File: config.mk
export PLATFORM = sky130hd
export DESIGN_NAME = adc_frame_scheduler
export DESIGN_NICKNAME = d
export VERILOG_FILES = /design/src/rtl/adc_frame_scheduler.sv
export SDC_FILE = /design/constraint.sdc
export NUM_CORES = 1
export LEC_CHECK = 0
export BUFFER_PORTS_ARGS = -buffer_cell sky130_fd_sc_hd__buf_2
export CAP_MARGIN = 20
export CELL_PAD_IN_SITES_DETAIL_PLACEMENT = 1
export CELL_PAD_IN_SITES_GLOBAL_PLACEMENT = 2
export CORE_ASPECT_RATIO = 0.6
export CORE_MARGIN = 2
export CORE_UTILIZATION = 42
export DETAILED_ROUTE_END_ITERATION = 8
export PLACE_DENSITY = 0.83
export SLEW_MARGIN = 20
export SYNTH_ARGS = -nofsm -noshare
export SYNTH_HDL_FRONTEND = slang
export SYNTH_SLANG_ARGS = --single-unit
File: constraint.sdc
create_clock -name clk -period 8.3 [get_ports clk]
set_clock_uncertainty 0.2 [all_clocks]
set_input_delay 0.415 -clock clk [delete_from_list [all_inputs] [get_ports clk]]
set_output_delay 0.415 -clock clk [all_outputs]
set_load 0.01 [all_outputs]
File: src/rtl/adc_frame_scheduler.sv
// adc_frame_scheduler
// Readout scheduler for the two-channel comparator ADC. Decides when a CIC
// sample set is captured, snapshots A, B and A-B, and sends the enabled
// channels as one framed packet on a single serial pin:
//   HEADER (4 bits) | per channel: id (2 bits) + data (WIDTH bits) | gap (1 bit)
// Frames start from a strobe divider (auto mode) or from a synchronised
// external trigger edge (external mode). Lost requests raise a sticky overrun.
module adc_frame_scheduler #(
    parameter int          WIDTH    = 13,
    parameter int          AUTO_DIV = 64,
    parameter logic [3:0]  HEADER   = 4'b1010
) (
    input  logic             clk,
    input  logic             rst,
    input  logic             enable,
    input  logic             auto_mode,
    input  logic             trig_in,
    input  logic [2:0]       ch_mask,
    input  logic             clr_ovr,
    input  logic             sample_strobe,
    input  logic [WIDTH-1:0] data_a,
    input  logic [WIDTH-1:0] data_b,
    output logic             serial_out,
    output logic             frame_sync,
    output logic             busy,
    output logic [1:0]       ch_id,
    output logic             overrun
);

    localparam int CW = (AUTO_DIV > 1) ? $clog2(AUTO_DIV) : 1;
    localparam int BW = $clog2(WIDTH + 2);
    localparam int IW = (WIDTH > 1) ? $clog2(WIDTH) : 1;

    localparam logic [CW-1:0] DIV_LAST   = CW'(AUTO_DIV - 1);
    localparam logic [BW-1:0] FIELD_LAST = BW'(WIDTH + 1);

    localparam logic [1:0] S_IDLE = 2'd0;
    localparam logic [1:0] S_HDR  = 2'd1;
    localparam logic [1:0] S_SEND = 2'd2;
    localparam logic [1:0] S_GAP  = 2'd3;

    // Index of the lowest set mask bit at or above 'from'; 3 means none left.
    function automatic logic [1:0] next_ch(input logic [2:0] m, input logic [2:0] from);
        logic [1:0] r;
        r = 2'd3;
        for (int k = 2; k >= 0; k--) begin
            if (m[k] && (k >= int'(from))) r = 2'(k);
        end
        return r;
    endfunction

    logic             trig_s1, trig_s2, trig_d, trig_edge;
    logic [CW-1:0]    strobe_cnt;
    logic             pending;
    logic [1:0]       state;
    logic [1:0]       hdr_cnt;
    logic [1:0]       cur_ch;
    logic [BW-1:0]    bit_cnt;
    logic [2:0]       mask_q;
    logic [WIDTH-1:0] shadow_a, shadow_b, shadow_d;

    logic             idle, auto_tick, ext_tick, start, ovr_event;
    logic [1:0]       nxt_ch;
    logic [IW-1:0]    bit_idx;
    logic [WIDTH-1:0] field_word;

    assign idle      = (state == S_IDLE);
    assign auto_tick = enable & auto_mode & sample_strobe & (strobe_cnt == DIV_LAST);
    // An external request waits in 'pending' until a strobe finds the scheduler idle.
    assign ext_tick  = enable & ~auto_mode & pending & sample_strobe & idle;
    assign start     = (auto_tick | ext_tick) & idle & (ch_mask != 3'b000);
    assign ovr_event = (auto_tick & ~idle) | (enable & ~auto_mode & trig_edge & pending);
    assign nxt_ch    = next_ch(mask_q, {1'b0, cur_ch} + 3'd1);
    assign bit_idx   = IW'(WIDTH + 1 - int'(bit_cnt));

    // Two-flop synchroniser for trig_in plus registered rising-edge detect.
    // NOTE: flops use non-blocking assignments so each stage samples the previous stage's pre-edge value.
    always_ff @(posedge clk or posedge rst) begin
        if (rst) begin
            trig_s1   <= 1'b0;
            trig_s2   <= 1'b0;
            trig_d    <= 1'b0;
            trig_edge <= 1'b0;
        end else begin
            trig_s1   <= trig_in;
            trig_s2   <= trig_s1;
            trig_d    <= trig_s2;
            trig_edge <= trig_s2 & ~trig_d;
        end
    end

    // Auto-mode strobe divider; held at zero whenever it is not in use.
    always_ff @(posedge clk or posedge rst) begin
        if (rst) begin
            strobe_cnt <= '0;
        end else if (!(enable && auto_mode)) begin
            strobe_cnt <= '0;
        end else if (sample_strobe) begin
            strobe_cnt <= (strobe_cnt == DIV_LAST) ? '0 : strobe_cnt + CW'(1);
        end
    end

    // External request latch: set by a trigger edge, consumed by a start tick.
    always_ff @(posedge clk or posedge rst) begin
        if (rst) begin
            pending <= 1'b0;
        end else if (!(enable && !auto_mode)) begin
            pending <= 1'b0;
        end else if (ext_tick) begin
            pending <= 1'b0;
        end else if (trig_edge) begin
            pending <= 1'b1;
        end
    end

    // Sticky overrun flag; a new event outranks a simultaneous clear.
    always_ff @(posedge clk or posedge rst) begin
        if (rst) begin
            overrun <= 1'b0;
        end else if (ovr_event) begin
            overrun <= 1'b1;
        end else if (clr_ovr) begin
            overrun <= 1'b0;
        end
    end

    // Sample snapshot at frame start; data inputs are ignored for the rest of the frame.
    // NOTE: shadows carry no reset: they are always written at frame start before any bit of them is sent.
    always_ff @(posedge clk) begin
        if (start) begin
            shadow_a <= data_a;
            shadow_b <= data_b;
            shadow_d <= data_a - data_b;
        end
    end

    // Frame sequencer: IDLE -> HDR -> SEND (one field per enabled channel) -> GAP.
    always_ff @(posedge clk or posedge rst) begin
        if (rst) begin
            state   <= S_IDLE;
            hdr_cnt <= 2'd0;
            cur_ch  <= 2'd0;
            bit_cnt <= '0;
            mask_q  <= 3'b000;
        end else begin
            case (state)
                S_IDLE: begin
                    if (start) begin
                        state   <= S_HDR;
                        hdr_cnt <= 2'd0;
                        bit_cnt <= '0;
                        mask_q  <= ch_mask;
                        cur_ch  <= next_ch(ch_mask, 3'd0);
                    end
                end
                S_HDR: begin
                    if (hdr_cnt == 2'd3) begin
                        state   <= S_SEND;
                        bit_cnt <= '0;
                    end else begin
                        hdr_cnt <= hdr_cnt + 2'd1;
                    end
                end
                S_SEND: begin
                    if (bit_cnt == FIELD_LAST) begin
                        bit_cnt <= '0;
                        if (nxt_ch == 2'd3) begin
                            state <= S_GAP;
                        end else begin
                            cur_ch <= nxt_ch;
                        end
                    end else begin
                        bit_cnt <= bit_cnt + BW'(1);
                    end
                end
                default: begin
                    state <= S_IDLE;
                end
            endcase
        end
    end

    // Output decode straight from sequencer state, so async reset clears outputs at once.
    // NOTE: every output gets a default first so no path through the block leaves one unassigned (no latches).
    always_comb begin
        serial_out = 1'b0;
        frame_sync = 1'b0;
        ch_id      = 2'd0;
        busy       = (state != S_IDLE);
        case (cur_ch)
            2'd0:    field_word = shadow_a;
            2'd1:    field_word = shadow_b;
            default: field_word = shadow_d;
        endcase
        case (state)
            S_HDR: begin
                serial_out = HEADER[~hdr_cnt];
                frame_sync = (hdr_cnt == 2'd0);
            end
            S_SEND: begin
                ch_id = cur_ch;
                if (bit_cnt < BW'(2)) begin
                    serial_out = cur_ch[~bit_cnt[0]];
                end else begin
                    serial_out = field_word[bit_idx];
                end
            end
            default: begin
                serial_out = 1'b0;
            end
        endcase
    end

endmodule

==> impl_metrics.sql <==
INSERT INTO impl_metrics (metric_group, metric, value, unit) VALUES
('status', 'status', 'complete, no violations', ''),
('yosys', 'ys_dominant_reg_cell', 'edfxtp_1', ''),
('worst_setup_path', 'reg2reg_to', 'mask_q[1]', ''),
('sta', 'final_min_period_over_clock_period', '43.6', '%'),
('yosys', 'synthesis.area_per_instance', '11.4', 'sq um'),
('yosys', 'ys_top_cells_by_count', 'edfxtp_1 (39), inv_1 (28), dfrtp_1 (24), ha_1 (23), nor2_1 (20)', ''),
('floorplan', 'fp.dieH', '76.8', 'microns'),
('worst_setup_path', 'worstPathRequired', '7.69', 'ns'),
('hold_path', 'hold-path-cell-count', '1', ''),
('clocking', 'tritoncts_num_sinks', '63', ''),
('global_route', 'grt_first_pass_wirelength', '15100', 'microns'),
('hold_path', 'min_to', 'shadow_a[0]', ''),
('placement', 'dpl_cells', '472', ''),
('worst_setup_path', 'critPathMaxStageDelay', '0.73', 'ns'),
('floorplan', 'core_area', '8560', 'sq um'),
('job', 'drv_cap', '0', ''),
('finish', 'num-nets-final', '434', ''),
('pwr', 'peakVddDrop', '0.114', 'mV'),
('clocking', 'postCtsSetupBuffers', '0', ''),
('clocking', 'htree_num_levels', '3', ''),
('sta', 'hold_viol', '0', ''),
('routing', 'dr.first_iter.drc_count', '172', ''),
('placement', 'detailedPlace.worstSlack', '5.09', 'ns'),
('clocking', 'tritoncts.num_buffers', '9', ''),
('finish', 'drive_above_1_share', '20.6', '%'),
('worst_setup_path', 'reg2reg_slack', '5.51', 'ns'),
('floorplan', 'num_rows', '26', ''),
('sta', 'max_clock_freq', '276', 'MHz'),
('worst_setup_path', 'worstPathArrival', '3.00', 'ns'),
('sta', 'slew_headroom', '35.5', '%'),
('global_route', 'grt_remaining_overflow', '0', ''),
('placement', 'placed_cell_area', '3980', 'sq um'),
('worst_setup_path', 'crit_path_end_kind', 'output port', ''),
('routing', 'vias', '2734', ''),
('hold_path', 'hold_start', 'data_a[0]', ''),
('pwr', 'p_leak', '1.85', 'nW'),
('yosys', 'yosys.area.top_type', 'edfxtp_1', ''),
('floorplan', 'top_ports', '42', ''),
('clocking', 'clock_insertion_delay_worst_skew', '0.32', 'ns'),
('sta', 'slew_viol_final', '0', ''),
('finish', 'fillerInstances', '950', ''),
('floorplan', 'die_outline_area', '9630', 'sq um'),
('placement', 'gp_congestion', '0.779', ''),
('routing', 'ant_nets', '0', ''),
('hold_path', 'min-delay-path-class', 'primary input to register', ''),
('routing', 'routed_via_density', '5.57', ''),
('worst_setup_path', 'worstSetupStartpoint', 'bit_cnt[0]', ''),
('global_route', 'largest_net_degree_at_the_start_of_global_routing', '41', ''),
('worst_setup_path', 'critPathTopFamily', 'compound AO/OA/AOI/OAI gates', ''),
('finish', 'final_cells', '491', ''),
('worst_setup_path', 'cp-start-kind', 'register', ''),
('yosys', 'synth_cell_type_count', '62', ''),
('routing', 'drtPass1Iterations', '4', ''),
('worst_setup_path', 'slowest_stage', 'a2111oi_0', ''),
('finish', 'final_core_utilization', '50.7', '%'),
('finish', 'num_antenna_cells', '0', ''),
('yosys', 'synth-warning-count', '0', ''),
('routing', 'drc_errors', '0', ''),
('routing', 'route.final.wire_length', '9060', 'microns'),
('sta', 'period_needed', '3.62', 'ns'),
('finish', 'total_non_filler_cell_area_in_the_finished_layout', '4340', 'sq um'),
('global_route', 'grt_antenna_before_repair', '0', ''),
('worst_setup_path', 'worstRegToRegCells', '6', ''),
('yosys', 'synth_seq_area_share', '47.7', '%'),
('yosys', 'post_synth_inst_count', '326', ''),
('yosys', 'synthArstFlopShare', '38.1', '%'),
('worst_setup_path', 'timing.rr.start', 'state[0]', ''),
('sta', 'final_setup_fails', '0', ''),
('clocking', 'tritoncts', 'built', ''),
('sta', 'tns', '0', 'ns'),
('yosys', 'syn_nets', '386', '');
==> area by class of cell <==
| class | instances | area (sq um) | share of cell area, % |
|---|---|---|---|
| tap | 112 | 140 | 3.23 |
| clock inverter | 4 | 70.1 | 1.62 |
| inverter | 30 | 113 | 2.60 |
| clock buffer | 12 | 236 | 5.45 |
| multi-input combinational | 226 | 1750 | 40.4 |
| timing repair buffer | 44 | 253 | 5.83 |
| sequential | 63 | 1770 | 40.8 |
==> worst max-delay path by stage <==
stage / slack [ns] / to / cells past startpoint
floorplan: 5.36 / mask_q[1] / 7
global placement: 5.20 / serial_out / 6
detailed placement: 5.09 / serial_out / 6
CTS: 4.71 / serial_out / 6
global route: 4.57 / serial_out / 6
finish: 4.68 / serial_out / 6
==> through the flow <==
| step | hold slack (ns) | power, mW |
|---|---|---|
| floorplan | 0.131 | 0.685 |
| CTS | 0.0653 | 1.16 |
| global placement | 0.134 | 0.753 |
| finish | 0.0813 | 1.15 |
| global route | 0.0712 | 1.22 |
| detailed placement | 0.136 | 0.765 |
==> logic make-up (layout without fill, tap and decap cells) <==
family | Yosys count | count (layout) | synth area share [%]
XOR/XNOR | 11 | 11 | 3.10
multiplexers | 20 | 20 | 7.55
buffers and inverters | 37 | 90 | 5.02
adder cells (fa/ha/maj) | 24 | 24 | 8.29
AND/OR/NAND/NOR | 91 | 91 | 12.4
AO/OA/AOI/OAI | 80 | 80 | 15.8
flip-flops | 63 | 63 | 47.7
==> per-layer routing <==
layer | global-route usage (%) | vias to the layer above | share of wire (%)
met5 | 0 | - | 0
met4 | 5.67 | 0 | 0.51
met3 | 4.82 | 4 | 4.4
met2 | 29.4 | 57 | 43
met1 | 30.0 | 1364 | 52
li1 | - | 1309 | -
==> flip-flops by register name, indices dropped and copies added (netlist names), 2 cells and up <==
name        count
cur_ch          2
bit_cnt         4
mask_q          2
shadow_d       13
strobe_cnt      6
shadow_b       13
hdr_cnt         2
state           2
shadow_a       13
==> layout by cell type (no fill, tap or decap), drive strengths merged, types with 8 or more instances in the layout <==
| cell | instances |
|---|---|
| clkbuf | 12 |
| mux2 | 8 |
| a21oi | 15 |
| buf | 42 |
| edfxtp | 39 |
| nand3 | 9 |
| dfrtp | 24 |
| nor2 | 20 |
| nor2b | 11 |
| inv | 29 |
| ha | 23 |
| o21ai | 19 |
| nand2 | 19 |
==> timing repair <==
action,CTS,global route
hold buffers,1,1
hold endpoints to repair,1,6
resized for setup,0,0
==> worst register-to-register path, stage by stage (launching register included) <==
cell and delay (ns):
dfrtp_1 0.43, inv_1 0.11, ha_1 0.40, nand3_1 0.13, nor2_1 0.17, o31a_2 0.82, mux2_2 0.42
==> report_power, final <==
part,internal (mW),switching [mW],total (mW),leakage (nW)
Clock,0.262,0.126,0.388,0.151
Sequential,0.358,0.0407,0.399,0.664
Combinational,0.164,0.201,0.366,1.04
Power figures use the tool's default switching activity.
